===== config.mk =====
export PLATFORM = sky130hd
export DESIGN_NAME = bus_transfer_ctrl
export DESIGN_NICKNAME = d
export VERILOG_FILES = /design/src/rtl/bus_xfer_pkg.sv /design/src/rtl/bus_req_fifo.sv /design/src/rtl/bus_transfer_ctrl.sv
export SDC_FILE = /design/constraint.sdc
export NUM_CORES = 1
export LEC_CHECK = 0
export BUFFER_PORTS_ARGS = -buffer_cell sky130_fd_sc_hd__buf_2
export CAP_MARGIN = 25
export CORE_ASPECT_RATIO = 0.8
export CORE_UTILIZATION = 40
export CTS_CLUSTER_DIAMETER = 150
export DETAILED_ROUTE_END_ITERATION = 10
export GPL_TIMING_DRIVEN = 0
export SYNTH_ARGS = -nofsm -noshare
export SYNTH_HDL_FRONTEND = slang
export SYNTH_HIERARCHICAL = 1
export SYNTH_SLANG_ARGS = --single-unit

===== constraint.sdc =====
create_clock -name clock -period 2.4 [get_ports clock]
set_clock_uncertainty 0.05 [all_clocks]
set_input_delay 0.36 -clock clock [delete_from_list [all_inputs] [get_ports clock]]
set_output_delay 0.36 -clock clock [all_outputs]
set_load 0.02 [all_outputs]

===== src/rtl/bus_xfer_pkg.sv =====
// rtl/bus_xfer_pkg.sv - shared types and codes for the bus transfer controller
package bus_xfer_pkg;

    typedef enum logic [1:0] {
        ST_IDLE    = 2'd0,
        ST_DRIVE   = 2'd1,
        ST_LOAD    = 2'd2,
        ST_RELEASE = 2'd3
    } xfer_state_e;

    localparam logic [1:0] SRC_A   = 2'd0;
    localparam logic [1:0] SRC_B   = 2'd1;
    localparam logic [1:0] SRC_C   = 2'd2;
    localparam logic [1:0] SRC_IMM = 2'd3;

    localparam int DST_A_BIT = 0;
    localparam int DST_B_BIT = 1;
    localparam int DST_C_BIT = 2;

    typedef struct packed {
        logic [1:0] src;
        logic [2:0] dst;
        logic [7:0] imm;
    } xfer_req_t;

    localparam int REQ_W = 13;

    // Picks the value that will be driven onto the bus for a given source code.
    function automatic logic [7:0] select_source(
        input logic [1:0] src,
        input logic [7:0] a_val,
        input logic [7:0] b_val,
        input logic [7:0] c_val,
        input logic [7:0] imm_val
    );
        case (src)
            SRC_A:   return a_val;
            SRC_B:   return b_val;
            SRC_C:   return c_val;
            default: return imm_val;
        endcase
    endfunction

endpackage


===== src/rtl/bus_req_fifo.sv =====
// rtl/bus_req_fifo.sv - request queue with wrapping pointers and element count
module bus_req_fifo #(
    parameter int WIDTH = 13,
    parameter int DEPTH = 2
) (
    input  logic             clock,
    input  logic             reset,
    input  logic             push_i,
    input  logic [WIDTH-1:0] push_data_i,
    input  logic             pop_i,
    output logic [WIDTH-1:0] pop_data_o,
    output logic             full_o,
    output logic             empty_o
);

    localparam int AW = $clog2(DEPTH);
    localparam logic [AW:0]   FULL_CNT = (AW+1)'(DEPTH);
    localparam logic [AW:0]   CNT_ONE  = (AW+1)'(1);
    localparam logic [AW-1:0] PTR_ONE  = AW'(1);

    logic [WIDTH-1:0] mem_q [DEPTH];
    logic [AW-1:0]    wr_ptr_q, wr_ptr_d;
    logic [AW-1:0]    rd_ptr_q, rd_ptr_d;
    logic [AW:0]      count_q, count_d;
    logic             do_push, do_pop;

    assign full_o     = (count_q == FULL_CNT);
    assign empty_o    = (count_q == '0);
    assign do_push    = push_i && !full_o;
    assign do_pop     = pop_i && !empty_o;
    assign pop_data_o = mem_q[rd_ptr_q];

    // Pointer and count bookkeeping; pointers wrap naturally at the power-of-two depth.
    always_comb begin
        wr_ptr_d = wr_ptr_q;
        rd_ptr_d = rd_ptr_q;
        count_d  = count_q;
        if (do_push) wr_ptr_d = wr_ptr_q + PTR_ONE;
        if (do_pop)  rd_ptr_d = rd_ptr_q + PTR_ONE;
        case ({do_push, do_pop})
            2'b10:   count_d = count_q + CNT_ONE;
            2'b01:   count_d = count_q - CNT_ONE;
            default: count_d = count_q;
        endcase
    end

    // Queue control state, cleared asynchronously.
    always_ff @(posedge clock or negedge reset) begin
        if (!reset) begin
            wr_ptr_q <= '0;
            rd_ptr_q <= '0;
            count_q  <= '0;
        end else begin
            wr_ptr_q <= wr_ptr_d;
            rd_ptr_q <= rd_ptr_d;
            count_q  <= count_d;
        end
    end

    // Storage array; contents are meaningless while the count says empty, so no reset.
    always_ff @(posedge clock) begin
        if (do_push) mem_q[wr_ptr_q] <= push_data_i;
    end

endmodule


===== src/rtl/bus_transfer_ctrl.sv =====
// rtl/bus_transfer_ctrl.sv - queued register-to-register bus transfer sequencer
module bus_transfer_ctrl
    import bus_xfer_pkg::*;
#(
    parameter int SETTLE_CYCLES = 1,
    parameter int FIFO_DEPTH    = 2
) (
    input  logic       clock,
    input  logic       reset,
    input  logic       req_valid,
    output logic       req_ready,
    input  logic [1:0] req_src,
    input  logic [2:0] req_dst,
    input  logic [7:0] req_imm,
    input  logic [7:0] A_in,
    input  logic [7:0] B_in,
    input  logic [7:0] C_in,
    output logic [7:0] Data_bus,
    output logic       bus_oe,
    output logic       A_EN,
    output logic       B_EN,
    output logic       C_EN,
    output logic       busy,
    output logic       done,
    output logic       err
);

    localparam logic [3:0] SETTLE_LAST = 4'(SETTLE_CYCLES - 1);

    xfer_state_e state_q, state_d;
    logic [7:0]  hold_q, hold_d;
    logic [2:0]  dst_q, dst_d;
    logic [3:0]  settle_q, settle_d;
    logic        err_q, err_d;
    logic        pop;
    logic        fifo_full, fifo_empty;
    xfer_req_t   head;

    bus_req_fifo #(
        .WIDTH (REQ_W),
        .DEPTH (FIFO_DEPTH)
    ) u_req_fifo (
        .clock       (clock),
        .reset       (reset),
        .push_i      (req_valid),
        .push_data_i ({req_src, req_dst, req_imm}),
        .pop_i       (pop),
        .pop_data_o  (head),
        .full_o      (fifo_full),
        .empty_o     (fifo_empty)
    );

    assign req_ready = !fifo_full;
    assign busy      = (state_q != ST_IDLE) || !fifo_empty;
    assign err       = err_q;

    // State and transfer datapath registers; reset abandons any transfer in flight.
    always_ff @(posedge clock or negedge reset) begin
        if (!reset) begin
            state_q  <= ST_IDLE;
            hold_q   <= 8'h00;
            dst_q    <= 3'b000;
            settle_q <= 4'd0;
            err_q    <= 1'b0;
        end else begin
            state_q  <= state_d;
            hold_q   <= hold_d;
            dst_q    <= dst_d;
            settle_q <= settle_d;
            err_q    <= err_d;
        end
    end

    // Next state: pop in IDLE, capture source on the pop edge, time the settle window.
    always_comb begin
        state_d  = state_q;
        hold_d   = hold_q;
        dst_d    = dst_q;
        settle_d = settle_q;
        err_d    = 1'b0;
        pop      = 1'b0;
        case (state_q)
            ST_IDLE: begin
                if (!fifo_empty) begin
                    pop = 1'b1;
                    if (head.dst != 3'b000) begin
                        state_d  = ST_DRIVE;
                        hold_d   = select_source(head.src, A_in, B_in, C_in, head.imm);
                        dst_d    = head.dst;
                        settle_d = 4'd0;
                    end else begin
                        err_d = 1'b1;
                    end
                end
            end
            ST_DRIVE: begin
                if (settle_q == SETTLE_LAST) begin
                    state_d  = ST_LOAD;
                    settle_d = 4'd0;
                end else begin
                    settle_d = settle_q + 4'd1;
                end
            end
            ST_LOAD:    state_d = ST_RELEASE;
            ST_RELEASE: state_d = ST_IDLE;
            default:    state_d = ST_IDLE;
        endcase
    end

    // Outputs decoded from state only, so reset removes enables without waiting for a clock.
    always_comb begin
        bus_oe   = 1'b0;
        Data_bus = 8'h00;
        A_EN     = 1'b0;
        B_EN     = 1'b0;
        C_EN     = 1'b0;
        done     = 1'b0;
        case (state_q)
            ST_DRIVE: begin
                bus_oe   = 1'b1;
                Data_bus = hold_q;
            end
            ST_LOAD: begin
                bus_oe   = 1'b1;
                Data_bus = hold_q;
                A_EN     = dst_q[DST_A_BIT];
                B_EN     = dst_q[DST_B_BIT];
                C_EN     = dst_q[DST_C_BIT];
            end
            ST_RELEASE: done = 1'b1;
            default: ;
        endcase
    end

endmodule


==> impl_metrics.py, run 1 <==
metrics = {
    "sta": {
        "tns_ns": 0,
        "slew_headroom_pct": 51.4,
        "tightest_slew_ns": 0.726,
        "max_freq_mhz": 473,
        "setup_viol": 0,
        "fin_crit_sh_pct": 88.0,
        "finalCriticalPeriod_ns": 2.11,
        "final-hold-violation-count": 0,
        "rsz0062_at_grt": "false",
        "drv_slew": 0,
    },
    "global_routing": {
        "grt_pass1_vias": 1535,
        "overflow": 0,
        "grt_antenna_before_repair": 0,
        "grt_max_degree": 23,
        "met3_usage_pct": 5.32,
        "grt_pass1_wl_um": 7490,
        "grtUsageMet2_pct": 26.9,
        "grt_util_all_layers_pct": 16.6,
        "busiest_layer": "met2",
        "met1_usage_pct": 21.4,
    },
    "die": {
        "dieArea_mm2": 0.00608,
        "fp.dieH_um": 70.0,
        "initial_core_util_pct": 42.0,
        "die_w_um": 87.0,
        "boundaryPins": 56,
        "row_count": 24,
        "core_mm2": 0.00550,
    },
    "synthesis": {
        "ys_seq_area_share_pct": 57.6,
        "synth.distinct_cells": 32,
        "avgSynthCellArea_um2": 15.3,
        "synthArstFlopShare_pct": 45.8,
        "synthesis.nets": 199,
        "synthCells": 151,
        "syn_area_mm2": 0.00231,
        "ys_seq_elements": 48,
        "synthFlopType": "edfxtp_1",
        "ys_warn_count": 6,
        "synth_edf_count": 26,
    },
    "critical_path": {
        "r2r_setup_slack_ns": 0.29,
        "cp_cell_sequence": "buf_6 -> mux2_2 -> or3_4 -> nand2_1 -> mux2_2",
        "crit_buf_inv": 1,
        "end_kind": "flop",
        "cp-start-kind": "flop",
        "required_ns": 2.54,
        "slowest_delay_ns": 0.50,
        "path_delay_family": "multiplexers",
        "arrival_ns": 2.25,
        "crit_fanout": 10,
        "cpMostUsedCell": "mux2_2",
        "slowest_stage": "dfrtp_1",
        "worstSetupPathType": "flop to flop",
    },
    "clock_network": {
        "htreeDepth": 2,
        "clock_latency_ns": 0.30,
        "clockBufferDepth": 2,
        "cts_tree": "done",
        "cts_num_sinks": 48,
        "clk_pin_slew_ns": 0.09,
        "cts-resized-gates": 0,
        "cts-root-buf": "clkbuf_8",
        "cts_made_buffers": 5,
    },
    "run": {
        "cap_violations": 0,
    },
    "placement": {
        "globalplace.congestion": 0.681,
        "placed_cells": 285,
        "portBuffers": 55,
        "hpwl_um": 3430,
    },
    "cells_and_area": {
        "layout-drive-gt1-share_pct": 47.7,
        "final_cell_mix": "buf_2, edfxtp_1, dfrtp_1, mux2_2, and2_1",
        "nets": 263,
        "final_common_cell": "buf_2",
        "nFillCells": 484,
        "area_delta_synth_final_pct": 20.7,
        "layout.cells.non_filler": 294,
        "diodes": 0,
    },
    "route": {
        "via_count": 1412,
        "first_pass_iters": 3,
        "via_per_inst": 4.80,
        "avgRoutedWirePerCell_um": 15.1,
        "route.detailed.drc": 0,
        "drt_iter0_drc": 81,
        "finalWirelength_um": 4450,
        "ant_nets": 0,
    },
    "pwr": {
        "ir_drop_mv": 0.433,
        "p_leak_nw": 1.21,
        "power_density_mw_per_mm2": 1250,
    },
    "run_status": {
        "status": "finished, final reports clean",
    },
    "hold_path": {
        "hold_class": "primary input to flop",
    },
}
## per-stage QoR
step                      hold WS [ns]  instance area (um^2)  total power, mW  util, %  setup slack [ns]
after floorplan                 0.0144                  2310             2.58        -             0.471
after global placement           0.293                  2680             2.97     48.8             0.345
after detailed placement         0.309                  2690             3.05     49.0             0.299
after CTS                        0.186                  2790             3.53     50.8             0.277
after global routing             0.177                  2790             3.74     50.8             0.177
final                            0.195                  2790             3.49     50.8             0.287
## layer usage
layer / part of all wire (%) / wire, um
met1: 45 / 2000
met5: 0 / 0
met2: 50 / 2230
met4: 0.83 / 37
met3: 4.4 / 194
## cell families (layout without fill, tap and decap cells)
| group | count (synthesis) | after routing | synth area share, % |
|---|---|---|---|
| AND/OR/NAND/NOR | 36 | 36 | 9.37 |
| buffers and inverters | 10 | 75 | 2.60 |
| adder cells (fa/ha/maj) | 8 | 8 | 4.33 |
| AO/OA/AOI/OAI | 12 | 12 | 3.58 |
| flip-flops | 48 | 48 | 57.6 |
| multiplexers | 32 | 32 | 20.6 |
| XOR/XNOR | 5 | 5 | 1.90 |
## report_power, final
| group | leakage (nW) | total [mW] | switching, mW | internal [mW] |
|---|---|---|---|---|
| Combinational | 0.651 | 1.73 | 0.882 | 0.847 |
| Sequential | 0.512 | 1.29 | 0.141 | 1.15 |
| Clock | 0.0428 | 0.468 | 0.264 | 0.204 |
## flip-flops by register name (all words and copies together), names as in the netlist
signal               flops
state_q                  2
err                      1
u_req_fifo/rd_ptr_q      1
u_req_fifo/mem_q        26
u_req_fifo/count_q       2
dst_q                    3
u_req_fifo/wr_ptr_q      1
settle_q                 4
hold_q                   8
## cells in the mapped netlist, types with 2 or more instances
master	instances	area (um^2)
buf_6	3	33.8
and2_1	11	68.8
mux2_4	7	105
nor2_1	7	26.3
mux4_2	8	180
ha_1	8	100
o21ai_0	4	20.0
inv_1	7	26.3
and3_1	2	12.5
a22o_1	2	17.5
nand2_1	6	22.5
edfxtp_1	26	781
nand2b_1	2	12.5
xnor2_1	3	26.3
xor2_1	2	17.5
mux2_2	16	180
dfrtp_1	22	551
## timing repair
item	4_1_cts	5_1_grt
hold endpoints to repair	22	0
hold buffers	1	0
buffers inserted	0	0
## final timing paths
check / from / end / cells past startpoint
min reg2reg: dst_q[0]$_DFFE_PN0P_ / dst_q[0]$_DFFE_PN0P_ / 1
min in group asynchronous: reset / err$_DFF_PN0_ / 2
min: req_src[1] / u_req_fifo/mem_q[1][12]$_DFFE_PP_ / 1
max in group asynchronous: reset / settle_q[3]$_DFFE_PN0P_ / 2
max reg2reg: u_req_fifo/rd_ptr_q$_DFFE_PN0P_ / dst_q[2]$_DFFE_PN0P_ / 5
max: u_req_fifo/rd_ptr_q$_DFFE_PN0P_ / dst_q[2]$_DFFE_PN0P_ / 5
## layout make-up
class                      count  area (um^2)  share of cell area [%]
tap                           78         97.6                    3.50
clock inverter                 2         12.5                   0.449
timing repair buffer          57          297                    10.6
inverter                       7         26.3                   0.942
sequential                    48         1330                    47.7
buffer                         3         33.8                    1.21
clock buffer                   6         72.6                    2.60
multi-input combinational     93          918                    32.9
Note: power is estimated with default switching activity, not from simulation.
==> run 2: changes to the inputs <==
- CORE_MARGIN: unset -> 2
- SYNTH_HIERARCHICAL: 1 -> unset
==> impl_metrics.py, run 2 <==
metrics = {
    "route": {
        "finalWirelength_um": 5080,
        "first_pass_iters": 4,
        "via_count": 1625,
        "via_per_inst": 4.94,
        "route.detailed.drc": 0,
        "avgRoutedWirePerCell_um": 15.4,
        "drt_iter0_drc": 129,
        "ant_nets": 0,
    },
    "critical_path": {
        "r2r-end": "hold_q[3]$_DFFE_PN0P_",
        "end_kind": "flop",
        "arrival_ns": 2.29,
        "worstSetupPathType": "flop to flop",
        "slowest_delay_ns": 0.76,
        "reg2reg_depth": 5,
        "crit_fanout": 10,
        "required_ns": 2.49,
        "cp_cell_sequence": "inv_1 -> ha_1 -> o21ai_2 -> nor4_2 -> a221oi_2",
        "timing.rr.start": "state_q[0]$_DFFE_PN0P_",
        "r2r_setup_slack_ns": 0.21,
        "slowest_stage": "nor4_2",
        "cp-start-kind": "flop",
    },
    "placement": {
        "hpwl_um": 3710,
        "placed_cells": 320,
        "placed_cell_area_mm2": 0.00276,
        "place_ws_ns": 0.226,
        "globalplace.congestion": 0.774,
        "portBuffers": 55,
    },
    "cells_and_area": {
        "fin_area_mm2": 0.00288,
        "largest_reg_flops": 26,
        "nets": 295,
        "layout-drive-gt1-share_pct": 34.3,
        "layout.cells.non_filler": 329,
        "final_common_cell": "buf_2",
        "final_cell_mix": "buf_2, edfxtp_1, dfrtp_1, nor2_1, mux2i_1",
        "top_register": "u_req_fifo.mem_q",
        "diodes": 0,
        "area_delta_synth_final_pct": 21.5,
        "top_regs": "u_req_fifo.mem_q x26, hold_q x8, settle_q x4",
    },
    "global_routing": {
        "overflow": 0,
        "grt_pass1_vias": 1633,
        "grt_antenna_before_repair": 0,
        "grt_pass1_wl_um": 8160,
        "grt_util_all_layers_pct": 16.3,
        "grt_max_degree": 23,
    },
    "die": {
        "die_w_um": 90.0,
        "dieArea_mm2": 0.00656,
        "fp.dieH_um": 72.8,
        "boundaryPins": 56,
        "core_mm2": 0.00582,
        "row_count": 25,
        "initial_core_util_pct": 40.7,
    },
    "synthesis": {
        "synth_top_cell_by_area": "edfxtp_1",
        "synthArstFlopShare_pct": 45.8,
        "synth_most_common_cell": "edfxtp_1",
        "ys_seq_elements": 48,
        "avgSynthCellArea_um2": 12.9,
        "synthCells": 183,
        "synth_edf_count": 26,
        "synth_common_cells": "edfxtp_1, dfrtp_1, nor2_1, mux2i_1, inv_1",
        "ys_seq_area_share_pct": 56.2,
        "synth.distinct_cells": 43,
        "syn_area_mm2": 0.00237,
        "synthesis.nets": 231,
        "synth_top_cell_area_share_pct": 33.0,
        "ys_warn_count": 0,
        "synthFlopType": "edfxtp_1",
        "synth_area_leaders": "edfxtp_1, dfrtp_1, mux2i_1",
    },
    "hold_path": {
        "hold_depth": 1,
        "min_to": "u_req_fifo.mem_q[1][8]$_DFFE_PP_",
        "hold_class": "primary input to flop",
        "hp-start": "req_dst[0]",
    },
    "clock_network": {
        "clk_pin_slew_ns": 0.09,
        "cts_made_buffers": 5,
        "htreeDepth": 2,
        "cts-root-buf": "clkbuf_8",
        "cts_num_sinks": 48,
        "clock_latency_ns": 0.30,
        "cts_setup_buffers": 0,
        "cts_tree": "done",
        "clockBufferDepth": 2,
        "cts-resized-gates": 0,
    },
    "pwr": {
        "power_density_mw_per_mm2": 1280,
        "p_leak_nw": 1.26,
        "ir_drop_mv": 0.543,
    },
    "sta": {
        "tns_ns": 0,
        "whs_ns": 0.196,
        "setup_viol": 0,
        "max_freq_mhz": 456,
        "fin_ws_ns": 0.207,
        "finalCriticalPeriod_ns": 2.19,
        "slew_headroom_pct": 47.5,
        "final-hold-violation-count": 0,
        "tightest_slew_ns": 0.781,
        "fin_crit_sh_pct": 91.4,
        "rsz0062_at_grt": "false",
        "drv_slew": 0,
    },
    "run": {
        "cap_violations": 0,
    },
    "run_status": {
        "status": "finished, final reports clean",
    },
}
-- run 2: cell count changes after synthesis, moves of 7 or more --
cell,delta
a21oi_1,+7
inv_1,+7
mux2_2,-14
mux2i_1,+15
mux4_2,-8
nor2_1,+11
-- run 2: routing by layer --
metal	vias to the layer above	track usage [%]	wire length, um
met5	-	0	0
met4	0	5.13	48
met3	5	3.82	244
met2	42	25.4	2270
met1	777	22.9	2520
li1	801	-	-
-- run 2: critical path: cells and delay by family (launching register included) --
family          cells  cell delay (ns)
compound gates      2             0.37
fa+ha+maj           1             0.31
buf+inv             1             0.13
flops               1             0.42
simple gates        1             0.76
-- run 2: what timing repair did --
action	CTS	global route
endpoints found under the setup margin	0	0
hold buffers	1	0
endpoints found under the hold margin	22	0
-- run 2: how the worst max path moves through the flow --
stage | start | to | slack (ns) | cells past startpoint
2_1_floorplan | u_req_fifo.count_q[0]$_DFFE_PN0P_ | u_req_fifo.mem_q[0][0]$_DFFE_PP_ | 0.55 | 3
3_3_place_gp | u_req_fifo.count_q[0]$_DFFE_PN0P_ | u_req_fifo.mem_q[0][6]$_DFFE_PP_ | 0.21 | 3
3_5_place_dp | state_q[0]$_DFFE_PN0P_ | hold_q[4]$_DFFE_PN0P_ | 0.23 | 5
4_1_cts | state_q[0]$_DFFE_PN0P_ | hold_q[4]$_DFFE_PN0P_ | 0.19 | 5
5_1_grt | state_q[0]$_DFFE_PN0P_ | hold_q[3]$_DFFE_PN0P_ | 0.03 | 5
6_report | state_q[0]$_DFFE_PN0P_ | hold_q[3]$_DFFE_PN0P_ | 0.21 | 5
-- run 2: logic make-up after synthesis --
kind of cell	share of synthesized area [%]
xor gates and xnor gates	1.85
adders and majority gates	4.23
and+or+nand+nor	12.2
buffers and inverters	3.43
AOI/OAI and AO/OA	11.9
muxes	10.2
DFF	56.2
-- run 2: cell type report --
cell class | instances | area [um^2]
Sequential cell | 48 | 1330
Fill cell | 562 | 2940
Inverter | 14 | 52.6
Buffer | 4 | 28.8
Multi-Input combinational cell | 117 | 956
Clock buffer | 5 | 68.8
Clock inverter | 3 | 42.5
Tap cell | 81 | 101
Timing Repair Buffer | 57 | 297
-- run 2: where the power goes --
group / total, mW / leakage, nW / internal [mW] / switching [mW]
Sequential: 1.29 / 0.506 / 1.15 / 0.149
Combinational: 1.80 / 0.704 / 0.740 / 1.06
Clock: 0.579 / 0.0541 / 0.308 / 0.271
-- run 2: per-stage QoR --
stage	utilization, %	power [mW]
2_1_floorplan	-	2.61
3_5_place_dp	47.4	3.12
6_report	49.5	3.68
5_1_grt	49.5	3.95
3_3_place_gp	47.2	3.08
4_1_cts	49.5	3.71
